`src/rtl/bp_pkg.sv`:
```
// bp_pkg: shared branch-predictor counter types, constants and saturating update
package bp_pkg;
  localparam int BP_CNT_W = 2;
  localparam int BP_INIT_VAL = 1;
  typedef enum logic {ST_INIT, ST_RUN} state_t;
  function automatic logic [BP_CNT_W-1:0] sat_update(input logic [BP_CNT_W-1:0] old, input logic taken);
    return taken ? ((&old) ? old : old + 1'b1) : ((old == '0) ? old : old - 1'b1);
  endfunction
endpackage

```
`src/rtl/rr_arb2.sv`:
```
// rr_arb2: two-way round-robin arbiter, favours the source not granted last
module rr_arb2 (
  input  logic clk,
  input  logic reset,
  input  logic i_en,
  input  logic i_valid0,
  input  logic i_valid1,
  output logic o_grant0,
  output logic o_grant1
);
  logic r_rr_last;
  assign o_grant0 = i_en & i_valid0 & (~i_valid1 | r_rr_last);
  assign o_grant1 = i_en & i_valid1 & (~i_valid0 | ~r_rr_last);
  // remember the last winner; reset value 1 lets source 0 win first
  always_ff @(posedge clk)
    if (reset) r_rr_last <= 1'b1;
    else if (o_grant0 | o_grant1) r_rr_last <= o_grant1;
endmodule

```
`src/rtl/bht_update_ctrl.sv`:
```
// bht_update_ctrl: init sweep plus arbitrated read-modify-write of BHT counters
module bht_update_ctrl
  import bp_pkg::*;
#(
  parameter int ADDR_W = 8,
  parameter int DEPTH = 256,
  parameter int CNT_W = BP_CNT_W,
  parameter int INIT_VAL = BP_INIT_VAL
) (
  input  logic              clk,
  input  logic              reset,
  input  logic              req0_valid,
  output logic              req0_ready,
  input  logic [ADDR_W-1:0] req0_idx,
  input  logic              req0_taken,
  input  logic              req1_valid,
  output logic              req1_ready,
  input  logic [ADDR_W-1:0] req1_idx,
  input  logic              req1_taken,
  output logic [ADDR_W-1:0] tbl_raddr,
  input  logic [CNT_W-1:0]  tbl_rdata,
  output logic              tbl_we,
  output logic [ADDR_W-1:0] tbl_waddr,
  output logic [CNT_W-1:0]  tbl_wdata,
  output logic              init_done
);
  state_t             r_state, w_state_nxt;
  logic [ADDR_W-1:0]  r_cnt;
  logic               r_s1_v;
  logic [ADDR_W-1:0]  r_s1_addr;
  logic [CNT_W-1:0]   r_s1_data;
  logic               w_run, w_grant, w_taken;
  logic [CNT_W-1:0]   w_old, w_new;
  assign w_run = (r_state == ST_RUN) & ~reset;
  assign init_done = w_run;
  rr_arb2 u_arb (
    .clk      (clk),
    .reset    (reset),
    .i_en     (w_run),
    .i_valid0 (req0_valid),
    .i_valid1 (req1_valid),
    .o_grant0 (req0_ready),
    .o_grant1 (req1_ready)
  );
  assign w_grant = req0_ready | req1_ready;
  assign tbl_raddr = req1_ready ? req1_idx : req0_idx;
  assign w_taken = req1_ready ? req1_taken : req0_taken;
  assign w_old = (r_s1_v && r_s1_addr == tbl_raddr) ? r_s1_data : tbl_rdata;
  assign w_new = sat_update(w_old, w_taken);
  // state register
  always_ff @(posedge clk)
    if (reset) r_state <= ST_INIT;
    else r_state <= w_state_nxt;
  // next state and write port: sweep writes in INIT, S1 writes in RUN, nothing under reset
  always_comb begin
    w_state_nxt = (r_state == ST_INIT && r_cnt == ADDR_W'(DEPTH - 1)) ? ST_RUN : r_state;
    tbl_we = ~reset & ((r_state == ST_INIT) | r_s1_v);
    tbl_waddr = reset ? '0 : (r_state == ST_INIT) ? r_cnt : r_s1_addr;
    tbl_wdata = reset ? '0 : (r_state == ST_INIT) ? CNT_W'(INIT_VAL) : r_s1_data;
  end
  // sweep counter and the S1 write-back register
  always_ff @(posedge clk)
    if (reset) begin
      r_cnt <= '0;
      r_s1_v <= 1'b0;
      r_s1_addr <= '0;
      r_s1_data <= '0;
    end else begin
      if (r_state == ST_INIT) r_cnt <= r_cnt + 1'b1;
      r_s1_v <= w_grant;
      if (w_grant) begin
        r_s1_addr <= tbl_raddr;
        r_s1_data <= w_new;
      end
    end
endmodule

```
`config.mk`:
```
export PLATFORM = sky130hd
export DESIGN_NAME = bht_update_ctrl
export DESIGN_NICKNAME = d
export VERILOG_FILES = /design/src/rtl/bp_pkg.sv /design/src/rtl/rr_arb2.sv /design/src/rtl/bht_update_ctrl.sv
export SDC_FILE = /design/constraint.sdc
export NUM_CORES = 1
export LEC_CHECK = 0
export ABC_AREA = 1
export CORE_ASPECT_RATIO = 0.5
export CORE_MARGIN = 5
export CORE_UTILIZATION = 51
export CTS_CLUSTER_SIZE = 25
export DETAILED_ROUTE_END_ITERATION = 8
export PLACE_DENSITY_LB_ADDON = 0.1
export SYNTH_ARGS = -nofsm -noshare
export SYNTH_HDL_FRONTEND = slang
export SYNTH_SLANG_ARGS = --single-unit
```
`constraint.sdc`:
```
create_clock -name clk -period 4.6 [get_ports clk]
set_clock_uncertainty 0.05 [all_clocks]
set_input_delay 0.69 -clock clk [delete_from_list [all_inputs] [get_ports clk]]
set_output_delay 0.69 -clock clk [all_outputs]
set_load 0.1 [all_outputs]
```
---- Yosys cells after proc, flatten, opt, wreduce, memory -nomap -nowiden ----
Cells that the tools add are included.
storage, ports and cells
  register bits after elaboration ......... 21
  word-level logic and storage cells ...... 40
  bits of input ports ..................... 24
  output and inout bits ................... 22
cells by class
  muxes and demuxes ....................... 10
  bitwise operators ....................... 15
  reduce and logical (&&, ||, !) cells .... 4
  equal/unequal tests ..................... 2
  add/sub/neg operators ................... 3
operator list
  kind                                              count
  2-to-1 mux 8 bit                                  3
  2-to-1 mux 2 bit                                  6
  adder 8 x 1 -> 8 bit, second input constant       1
  equality test 8 bit                               1
  equality test 8 bit, second input constant        1
  bitwise AND 1 bit                                 6
  inverter 1 bit                                    5
  bitwise OR 1 bit                                  4
  adder 2 x 1 -> 2 bit, second input constant       1
  logical AND 1 bit                                 2
  zero test 2 bit                                   1
  AND reduction 2 bit                               1
  subtractor 2 x 1 -> 2 bit, second input constant  1
  2-to-1 mux 1 bit                                  1

---- Depth between registers and ports, before layout ----
  word-level depth ........................ 11
  depth in mapped cells ................... 17
  gate-level depth less buffers ........... 16

---- Hierarchy ----
A second synthesis with hierarchy kept.
unflattened totals
  cell total of the unflattened synthesis .. 249
  area total of the unflattened synthesis .. 1536.5 um^2
modules (own cells, without submodules)
  module           times used  cells an instance  sequential area each (um^2)  area each (um^2)
  bht_update_ctrl  1           237                400.4                        1465.2
  rr_arb2          1           12                 20.0                         71.3

---- Worst setup path after synthesis ----
No wires, ideal clock.
  kind .................................... input-to-reg
  start ................................... input reset
  end ..................................... register r_s1_addr[7]
  path slack .............................. 935 ps
  buffers on the path ..................... 2
  library setup time ...................... 120 ps
  arrival time ............................ 3495 ps
  stages .................................. 8
  path through ............................ nor2_8 > buf_6 > nand2_1 > a21oi_1 > nor2_2 > clkbuf_1 > o211ai_1 > inv_1
between the ends
  longest elaborated chain between the ends .. 5
  elaborated cells between the ends (all ways) .. 8
  those cells by class .................... mux (1); bitwise (7)
ends and longest elaborated chain
  what                            RTL line               source
  start: declaration              bht_update_ctrl.sv:11  input logic reset,
  inverter 1 bit                  bht_update_ctrl.sv:34  assign w_run = (r_state == ST_RUN) & ~reset;
  bitwise AND 1 bit               bht_update_ctrl.sv:34
  net init_done                   bht_update_ctrl.sv:25  output logic init_done
  bitwise AND 1 bit (2 in a row)  rr_arb2.sv:12          assign o_grant0 = i_en & i_valid0 & (~i_valid1 | r_rr_last);
  net req0_ready                  bht_update_ctrl.sv:13  output logic req0_ready,
  bitwise OR 1 bit                bht_update_ctrl.sv:45  assign w_grant = req0_ready | req1_ready;
  end signal: assignment          bht_update_ctrl.sv:72  r_s1_addr <= tbl_raddr;
  end: declaration                bht_update_ctrl.sv:30  logic [ADDR_W-1:0] r_s1_addr;
The timed path passes the listed nets, and every way through them passes these cells.
A chain may end at the register's enable or synchronous reset.

---- Final worst setup path ----
  start ................................... input reset
  end ..................................... output tbl_waddr[1]
between the ends
  longest elaborated chain between the ends .. 1
ends and longest elaborated chain
  what              RTL line               source
  2-to-1 mux 8 bit  bht_update_ctrl.sv:58  tbl_waddr = reset ? '0 : (r_state == ST_INIT) ? r_cnt : r_s1_addr;
  end: declaration  bht_update_ctrl.sv:23  output logic [ADDR_W-1:0] tbl_waddr,
No other way between the ends.

==> impl_metrics.prom <==
# TYPE chip_impl_metric gauge
chip_impl_metric{name="max-slew-margin-rel",unit="%"} 50.0
chip_impl_metric{name="ys_types",unit=""} 33
chip_impl_metric{name="mux_share_of_post_synthesis_cell_area",unit="%"} 0
chip_impl_metric{name="cts_post_setup_buffers_inserted",unit=""} 0
chip_impl_metric{name="dieArea",unit="sq um"} 4340
chip_impl_info{name="crit-reg2reg-launch",value="r_state"} 1
chip_impl_metric{name="antenna_diode_instance_count",unit=""} 0
chip_impl_metric{name="drc_violation_count_after_routing",unit=""} 0
chip_impl_metric{name="die_x",unit="um"} 88.3
chip_impl_metric{name="yosys.area_share.simple",unit="%"} 42.0
chip_impl_info{name="yosys.area.top_type",value="dfxtp_1"} 1
chip_impl_info{name="synth_top_family_by_area",value="simple AND/OR/NAND/NOR gates"} 1
chip_impl_info{name="tritoncts",value="built"} 1
chip_impl_metric{name="post_synth_inst_count",unit=""} 252
chip_impl_info{name="cell_chosen_for_the_clock_root",value="clkbuf_8"} 1
chip_impl_metric{name="postCtsHoldBufs",unit=""} 0
chip_impl_metric{name="max_cap_violations",unit=""} 0
chip_impl_info{name="end_kind",value="output pin"} 1
chip_impl_info{name="synth-main-ff-cell",value="dfxtp_1"} 1
chip_impl_metric{name="syn-cell-area",unit="sq um"} 1570
chip_impl_info{name="grt_setup_unrepaired",value="no"} 1
chip_impl_metric{name="setup-violations-final",unit=""} 0
chip_impl_metric{name="ir_worst_vdd",unit="V"} 0.000124
chip_impl_info{name="status",value="finished clean"} 1
chip_impl_metric{name="cts_resized",unit=""} 0
chip_impl_metric{name="post_synth_xor_area_fraction",unit="%"} 0.560
chip_impl_metric{name="yosys_warnings",unit=""} 0
chip_impl_metric{name="number_of_global_route_vias_before_repair",unit=""} 1491
chip_impl_metric{name="cellLeakagePower",unit="nW"} 1.05
chip_impl_metric{name="post_route_cells_drive_above_1_share",unit="%"} 14.1
chip_impl_metric{name="crit_path_max_fanout",unit=""} 20
chip_impl_metric{name="fmax",unit="MHz"} 301
chip_impl_metric{name="antenna_found_initial",unit=""} 0
chip_impl_metric{name="wire_per_inst",unit="um"} 12.9
chip_impl_metric{name="syn_area_per_cell",unit="sq um"} 6.21
chip_impl_metric{name="postSynthNetCount",unit=""} 277
chip_impl_metric{name="cts.sinks",unit=""} 21
chip_impl_metric{name="floorplan.die.height",unit="um"} 49.2
chip_impl_metric{name="finalNonFillerCells",unit=""} 330
chip_impl_metric{name="synth_top_area_share",unit="%"} 26.9
chip_impl_metric{name="drc_violation_total_after_the_first_tritonroute_iteration",unit=""} 171
chip_impl_metric{name="ff2ff_setup_slack",unit="ps"} 1990
chip_impl_metric{name="route.detailed.vias_per_inst",unit=""} 5.15
chip_impl_metric{name="count_of_vias_placed_by_the_detailed_router",unit=""} 1700
chip_impl_metric{name="utilization",unit="%"} 66.9
chip_impl_info{name="critical_path.startpoint_type",value="input port"} 1
chip_impl_info{name="worstSetupPathType",value="input port to output pin"} 1
chip_impl_metric{name="rows",unit=""} 14
chip_impl_metric{name="actual_transition_at_the_worst_max_transition_pin",unit="ps"} 749
chip_impl_info{name="netlist_top_cells_count",value="nand2_1 (64), inv_1 (45), nand3_1 (23)"} 1
chip_impl_metric{name="cts-root-to-sink-buffers",unit=""} 2
chip_impl_metric{name="layout_net_count",unit=""} 316
chip_impl_metric{name="seq_area_frac_synth",unit="%"} 26.9
chip_impl_metric{name="grt_start_max_net_pins",unit=""} 21
chip_impl_metric{name="grt_first_pass_wirelength",unit="um"} 6910
chip_impl_metric{name="post_synthesis_compound_gate_area_fraction",unit="%"} 13.8
chip_impl_info{name="timing.rr.end",value="r_s1_data[0]"} 1
chip_impl_metric{name="htreeDepth",unit=""} 1
chip_impl_info{name="top_area_cells_in_the_synthesized_netlist",value="dfxtp_1 (27%), nand2_1 (15%), inv_1 (11%)"} 1
chip_impl_metric{name="layout-area-overhead-vs-synth",unit="%"} 27.3
chip_impl_info{name="hp-start",value="r_s1_data[1]"} 1
chip_impl_metric{name="number_of_max_slew_violations_in_the_final_report",unit=""} 0
chip_impl_info{name="worst_hold_path.endpoint",value="r_s1_data[1]"} 1
chip_impl_metric{name="fin_hold_ws",unit="ps"} 419
chip_impl_metric{name="ios",unit=""} 46
chip_impl_metric{name="gp_congestion",unit=""} 0.883
chip_impl_metric{name="final-hold-violation-count",unit=""} 0
chip_impl_metric{name="critical_path_arrival",unit="ps"} 2580
chip_impl_metric{name="clk_slew_on_worst_s_h_paths",unit="ps"} 80
chip_impl_metric{name="initial_core_util",unit="%"} 52.6
chip_impl_metric{name="timing.final.crit_share",unit="%"} 72.2
chip_impl_metric{name="placedCellCount",unit=""} 326
chip_impl_metric{name="finalSetupTns",unit="ps"} 0
chip_impl_metric{name="cts-buffers-inserted",unit=""} 3
chip_impl_metric{name="dp_hpwl",unit="um"} 3260
chip_impl_metric{name="core_area",unit="sq um"} 2980
chip_impl_metric{name="overflow",unit=""} 0
chip_impl_metric{name="gr-usage-all-layers",unit="%"} 19.9
chip_impl_metric{name="adder_cell_fraction_of_synth_area",unit="%"} 0.799
chip_impl_metric{name="port-buffer-count",unit=""} 45
chip_impl_metric{name="post-route-min-period",unit="ps"} 3320
chip_impl_metric{name="hold_path_depth",unit=""} 2
chip_impl_metric{name="rr_worst_depth",unit=""} 16
chip_impl_metric{name="finalWirelength",unit="um"} 4260
chip_impl_metric{name="power.density",unit="nW/um^2"} 217
chip_impl_metric{name="drt_pre_antenna_iters",unit=""} 4
chip_impl_metric{name="required",unit="ps"} 3860
chip_impl_metric{name="detail-route-antenna-nets",unit=""} 0
chip_impl_metric{name="asyncSetResetFlopFracSynth",unit="%"} 0
chip_impl_metric{name="yosys_register_bits",unit=""} 21
chip_impl_info{name="synth.most_common_cell",value="nand2_1"} 1
chip_impl_info{name="min_path_type",value="register to register"} 1
chip_impl_metric{name="post_synth_edffs",unit=""} 0
chip_impl_metric{name="clk-insertion-delay-late",unit="ps"} 270
## stage by stage
stage	worst slack, ps	power [W]	cell area (sq um)
6_report	1280	0.000431	1990
3_5_place_dp	1270	0.000304	1940
4_1_cts	1260	0.000432	1990
3_3_place_gp	1320	0.000304	1940
5_1_grt	1120	0.000448	1990
2_1_floorplan	935	0.000267	1570
## metal layers
layer	GRT usage (%)	share of wire, %	vias to the layer above
li1	-	-	889
met1	29.7	46	735
met2	29.2	42	69
met3	4.38	11	7
met4	3.52	0.92	0
met5	0	0	-
## logic make-up (layout without fill, tap and decap cells)
| group | after synthesis | in the layout |
|---|---|---|
| simple gates | 134 | 134 |
| buf+inv | 58 | 96 |
| compound gates | 37 | 37 |
| flops | 21 | 21 |
| fa+ha+maj | 1 | 1 |
| xor+xnor | 1 | 1 |
## registers in the layout (all words and copies together), names as in the netlist
| register | flops |
|---|---|
| r_cnt | 8 |
| r_s1_addr | 8 |
| r_s1_data | 2 |
| r_s1_v | 1 |
| r_state | 1 |
| u_arb.r_rr_last | 1 |
## worst max-delay path by stage
stage                from           end  slack (ps)  depth (start not counted)
floorplan           reset  r_s1_addr[7]         940                          8
global placement    reset  tbl_waddr[7]        1320                          5
detailed placement  reset  tbl_waddr[1]        1270                          5
CTS                 reset  tbl_waddr[1]        1260                          5
global route        reset  tbl_waddr[6]        1120                          5
finish              reset  tbl_waddr[1]        1280                          5
## critical path, stage by stage
cell and delay, ps:
clkdlybuf4s50_1 650, inv_1 570, o21ai_0 200, a21oi_1 160, buf_4 310
## final cells by class
cell class	instances	area, sq um
multi-input combinational	173	896
timing repair buffer	45	395
clock inverter	1	7.51
fill	291	986
tap	40	50.0
sequential	21	420
clock buffer	3	41.3
inverter	47	181
## power by group
part / switching [W] / internal (W)
Sequential: 0.00000220 / 0.000184
Combinational: 0.0000790 / 0.0000355
Clock: 0.0000692 / 0.0000614
Total: 0.000150 / 0.000281
## cell usage in the layout (no fill, tap or decap), drive strengths merged, types with 2 or more instances in the layout
master	Yosys	layout
clkdlybuf4s50	0	23
dfxtp	21	21
a21oi	15	15
o211ai	9	9
nand2	69	69
nand4	16	16
inv	46	46
o22ai	2	2
buf	6	22
nor3	2	2
o21ai	10	10
nand3	25	25
clkbuf	5	3
nor2	19	19
(Power assumes the default switching activity.)
